$ cat src/rtl/reg_field_encoder.sv
// Packs a destination/pointer register address pair into the 4-bit R field,
// tags pairs outside the register windows, and queues results in a 2-deep FIFO.
module reg_field_encoder #(
  parameter logic [1:0] RD_PREFIX = 2'b11,
  parameter logic [1:0] RP_PREFIX = 2'b10,
  parameter int         CNT_W     = 8
) (
  input  logic             clk,
  input  logic             rst_n,
  input  logic             in_valid,
  output logic             in_ready,
  input  logic [3:0]       in_rd,
  input  logic [3:0]       in_rp,
  output logic             out_valid,
  input  logic             out_ready,
  output logic [3:0]       out_r,
  output logic             out_err,
  input  logic             clr_stats,
  output logic [CNT_W-1:0] enc_cnt,
  output logic [CNT_W-1:0] err_cnt,
  output logic             err_sticky
);

  typedef struct packed {
    logic       err;
    logic [3:0] r;
  } entry_t;

  entry_t     mem [2];
  entry_t     in_entry;
  entry_t     head;
  logic       wr_ptr;
  logic       rd_ptr;
  logic [1:0] count;
  logic       push;
  logic       pop;

  assign in_entry.r   = {in_rd[1:0], in_rp[1:0]};
  assign in_entry.err = (in_rd[3:2] != RD_PREFIX) || (in_rp[3:2] != RP_PREFIX);

  // Readiness depends only on registered occupancy, so a full FIFO never
  // passes a pair straight through on a same-cycle pop.
  assign in_ready  = (count != 2'd2);
  assign out_valid = (count != 2'd0);
  assign push      = in_valid && in_ready;
  assign pop       = out_valid && out_ready;

  assign head    = out_valid ? mem[rd_ptr] : '0;
  assign out_r   = head.r;
  assign out_err = head.err;

  // NOTE: storage has no reset; stale entries are never visible because the
  // head is masked by out_valid, which comes from the reset occupancy count.
  always_ff @(posedge clk) begin
    if (push) mem[wr_ptr] <= in_entry;
  end

  // NOTE: all state below uses non-blocking assignments so every register
  // samples pre-edge values regardless of statement order.
  always_ff @(posedge clk or negedge rst_n) begin
    if (!rst_n) begin
      wr_ptr <= 1'b0;
      rd_ptr <= 1'b0;
      count  <= 2'd0;
    end else begin
      if (push) wr_ptr <= ~wr_ptr;
      if (pop)  rd_ptr <= ~rd_ptr;
      case ({push, pop})
        2'b10:   count <= count + 2'd1;
        2'b01:   count <= count - 2'd1;
        default: count <= count;
      endcase
    end
  end

  // Clear beats a same-cycle increment; a same-cycle accepted error still
  // leaves the sticky flag set.
  always_ff @(posedge clk or negedge rst_n) begin
    if (!rst_n) begin
      enc_cnt    <= '0;
      err_cnt    <= '0;
      err_sticky <= 1'b0;
    end else if (clr_stats) begin
      enc_cnt    <= '0;
      err_cnt    <= '0;
      err_sticky <= push && in_entry.err;
    end else if (push) begin
      if (in_entry.err) begin
        err_sticky <= 1'b1;
        if (err_cnt != {CNT_W{1'b1}}) err_cnt <= err_cnt + 1'b1;
      end else if (enc_cnt != {CNT_W{1'b1}}) begin
        enc_cnt <= enc_cnt + 1'b1;
      end
    end
  end

endmodule

$ cat config.mk
export PLATFORM = sky130hd
export DESIGN_NAME = reg_field_encoder
export DESIGN_NICKNAME = d
export VERILOG_FILES = /design/src/rtl/reg_field_encoder.sv
export SDC_FILE = /design/constraint.sdc
export NUM_CORES = 1
export LEC_CHECK = 0
export ABC_CLOCK_PERIOD_IN_PS = 2300
export BUFFER_PORTS_ARGS = -buffer_cell sky130_fd_sc_hd__buf_2
export CORE_UTILIZATION = 52
export DETAILED_ROUTE_END_ITERATION = 8
export PLACE_DENSITY = 0.78
export SETUP_SLACK_MARGIN = 0.5
export SYNTH_ARGS = -nofsm -noshare
export SYNTH_HDL_FRONTEND = slang
export SYNTH_SLANG_ARGS = --single-unit
$ cat constraint.sdc
create_clock -name clk -period 2.3 [get_ports clk]
set_clock_uncertainty 0.05 [all_clocks]
set_input_delay 0.23 -clock clk [delete_from_list [all_inputs] [get_ports clk]]
set_output_delay 0.23 -clock clk [all_outputs]
set_load 0.005 [all_outputs]
# Yosys cells after proc, flatten, opt, wreduce, memory -nomap -nowiden
# Memories as Yosys holds them, arrays and structs flattened.
# Cells that the tools add are included.
# totals
ff_bits	21
output_inout_bits	24
in_bits	13
n_memories	1
ram_bits	10
word_cells	49
# mem_list
name	words	word_bits	read_ports	rd_clocked_by_memory_dff	write_ports	line_no	source
mem	2	5	1	0	1	29	entry_t mem [2];
# classes
bitwise	2
n_reduce_logical	13
n_mux	15
n_addsub	4
n_eq_ne	8
# op_table
operator	n
8-bit 2-to-1 mux	8
8-bit by 1-bit adder with 8-bit output (second input constant)	2
8-bit != test (second input constant)	2
2-bit nonzero test	6
2-bit != test (second input constant)	4
3-bit AND reduction	2
1-bit 2-to-1 mux	5
5-bit 2-to-1 mux	1
2-bit case mux with 2 select lines	1
1-bit logical AND	3
2-bit by 1-bit adder with 2-bit output (second input constant)	1
2-bit by 1-bit == test with 1-bit output (second input constant)	1
2-bit == test (second input constant)	1
1-bit inverter	2
2-bit AND reduction	1
2-bit by 1-bit subtractor with 2-bit output (second input constant)	1
1-bit logical OR	1

# Logic depth before layout (Yosys ltp)
# logic_depth
ltp_word	5
depth_mapped	6

# Worst setup path before layout
# OpenSTA, ideal clock, no wires.
# synth_timing
path_type	register -> register
startpoint	register enc_cnt[0]
endpoint	register enc_cnt[4]
required_ps	2172
setup_time_ps	78
period_less_slack_ps	1648
path_slack_ps	652
path_stages_with_launch	7
path_buffers	1
arrival_ps	1520
path_cell_list	dfrtp_1 > ha_1 > nand3_1 > o2111ai_4 > buf_6 > or3_1 > a21oi_1
# synth_between
elab_chain_cells	5
word_cells_on_any_way	8
classes_between	add/sub (1); eq/ne (1); mux (4); reduce/logical (2)
# synth_rtl
item	line_no	source
from (decl)	19	output logic [CNT_W-1:0] enc_cnt,
from (signal assigned)	92	enc_cnt <= enc_cnt + 1'b1;
8-bit by 1-bit adder with 8-bit output	92	
8-bit 2-to-1 mux	91	end else if (enc_cnt != {CNT_W{1'b1}}) begin
8-bit 2-to-1 mux	88	if (in_entry.err) begin
8-bit 2-to-1 mux	87	end else if (push) begin
8-bit 2-to-1 mux	83	end else if (clr_stats) begin
# Parallel ways exist; a longest one is shown, timed or not. The select of a mux whose other input is x is not followed.
# A chain may end at the register's enable or synchronous reset.

# Worst setup path in the final report
# layout_timing
startpoint	register enc_cnt[0]
endpoint	register enc_cnt[5]
# The elaborated chain is that of the path after synthesis.

==> run summary <==
Status: completed
Setup violators final: 0
CP peak stage delay: 0.52 ns
Minimum clock period: 1.75 ns
CP max FO: 11
Hold Crit Start: in_rd[1]
Yosys reg bits: 31
Tightest Hold Check Type: in2reg
Root buffer cell: clkbuf_4
Largest net degree at the start of global routing: 22
WP buf/inv: 0
DR vias: 1220
Crit path kind: reg2reg
Gate Count Post-Synth: 133
DR vias/cell: 5.89
Synth area leader: dfrtp_1
CP Depth: 5
TNS Setup: 0 ns
PnR Total Power: 1.57 mW
CP Data Required Time: 2.51 ns
GRT overflow: 0
Post-synth top cells: dfrtp_1, a21oi_1, nor2_1
Area post-placement: 1700 µm²
Delay-heaviest family, CP: simple AND/OR/NAND/NOR gates
Routed WL: 2940 µm
Antenna viol nets, final: 0
CTS Buf Count: 5
Final critical-path share of the clock period: 75.9%
RR Startpoint: enc_cnt[0]
CP startpoint kind: flop
DRT Pass-1 Iters: 4
H-tree levels: 2
CP cell instances: ha_2, nand3_2, o2111ai_4, or4_1, a21oi_1
Slowest CP cell: or4_1
Final instance area: 1820 µm²
Synthesized area per cell: 11.3 µm²
Layout cells sized above 1: 32.4%
FF-to-FF path depth: 5
Leak: 0.794 nW
Finished Layout Cells: 207
DR iter-0 viols: 44
CTS tree: built
CTS max path bufs: 2
Max-cap violation count: 0
# rows: 19
Critical Path Start: enc_cnt[0]
Fin Hold WS: 0.0326 ns
Die W: 55.8 µm
Mapped Nets: 149
Most numerous cell in the Yosys netlist: dfrtp_1
Initial antenna violation count: 0
Synth top area share: 34.9%
Rel. slew slack: 68.3%
Async S/R FF share, synth: 67.7%
Pwr Density: 863 nW/µm²
CTS sink count: 31
DRC violations left: 0
Post-Place Setup Slack: 0.441 ns
CP endpoint kind: flop
Skew-Pair Late Insertion Delay: 0.33 ns
WL/cell: 14.2 µm
Clk pin slew, worst setup/hold paths: 0.09 ns
DIE AREA: 3110 µm²
Vert. Die Dim: 55.8 µm
Register area share after synthesis: 54.9%
RSZ-0062 raised after global routing: true
Inserted Diodes: 0
Cell area after synthesis: 1500 µm²
Worst slew pin tran: 0.476 ns
Worst R2R Setup Slack: 0.55 ns
Core footprint: 2760 µm²
Port bufs: 36
Layout Utilization: 66.0%
Slew Limit Fails: 0
Worst vdd ir: 637 µV
Critical path endpoint: enc_cnt[5]
Reg-to-reg critical path endpoint: enc_cnt[5]
Critical path data arrival time: 1.95 ns
DP HPWL: 2010 µm
Ys Warns: 0
EDFF count, synth: 10
Unique masters post-synth: 35
Top_reg_cell synth: dfrtp_1
Area Growth Syn to Fin: 21.0%
PnR worst setup slack: 0.553 ns
GRT Util Overall: 20.3%
Dpl cells: 195
# IOs: 37
Fmax: 573 MHz
Final hold vios: 0
Vias in the first global route: 1101
Gp weighted congestion: 0.781
Synth area leaders: dfrtp_1, edfxtp_1, a21oi_1
Nets: 191
Initial core utilization: 54.5%
First-pass GRT wire length: 4820 µm
## logic make-up after synthesis
| kind of cell | count (synthesis) | share of synthesized area [%] |
|---|---|---|
| and+or+nand+nor | 48 | 18.6 |
| DFF | 31 | 54.9 |
| AOI/OAI and AO/OA | 28 | 12.7 |
| buffers and inverters | 10 | 3.08 |
| muxes | 7 | 4.74 |
| xor gates and xnor gates | 6 | 3.49 |
| adders and majority gates | 3 | 2.50 |
## report_power, final
| group | leakage [nW] | switching, mW | internal [mW] |
|---|---|---|---|
| Sequential | 0.371 | 0.0750 | 0.668 |
| Clock | 0.0426 | 0.183 | 0.223 |
| Combinational | 0.380 | 0.219 | 0.204 |
## registers in the layout, indices dropped and copies added (netlist names)
signal / count
wr_ptr: 1
mem: 10
err_cnt: 8
count: 2
enc_cnt: 8
rd_ptr: 1
err_sticky: 1
## layout by cell type (no fill, tap or decap), drive strengths merged, types with 2 or more instances in the layout
master  netlist  layout
a21oi        12      12
buf           3      39
clkbuf        2       5
clkinv        0       2
dfrtp        21      21
edfxtp       10      10
ha            3       3
inv           5       5
mux2i         6       6
nand2         6       6
nand3         8       8
nand4         2       2
nor2         12      12
nor2b         2       2
o21ai         5       5
o31ai         6       6
o41ai         2       2
or3           5       5
or4           7       7
xnor2         3       3
xor2          3       3
## how the worst min path moves through the flow
stage / end / cells past startpoint
2_1_floorplan: count[0] / 0
3_3_place_gp: count[1] / 1
3_5_place_dp: count[1] / 1
4_1_cts: mem[1][3] / 1
5_1_grt: mem[0][3] / 1
6_report: mem[0][3] / 1
## layer usage
| layer | up-vias | share of wire [%] | track usage (%) |
|---|---|---|---|
| met5 | - | 0 | 0 |
| met4 | 0 | 2.6 | 11.8 |
| met3 | 9 | 4.9 | 6.28 |
| met2 | 36 | 49 | 32.0 |
| met1 | 598 | 44 | 24.5 |
| li1 | 577 | - | - |
## layout make-up
type	count	area [µm²]
multi-input cells	92	648
well taps	31	38.8
clock inverters	3	38.8
flip-flops and latches	31	826
fillers	231	937
repair buffers	40	213
clock buffers	5	37.5
inverters	5	18.8
## repair_timing
action                                  4_1_cts  5_1_grt
setup buffers                                 2        1
hold endpoints to repair                     21        0
gates resized for setup                       1        3
pin swaps                                     1        1
hold buffers                                  1        0
endpoints found under the setup margin        2        8
(Power assumes the default switching activity.)
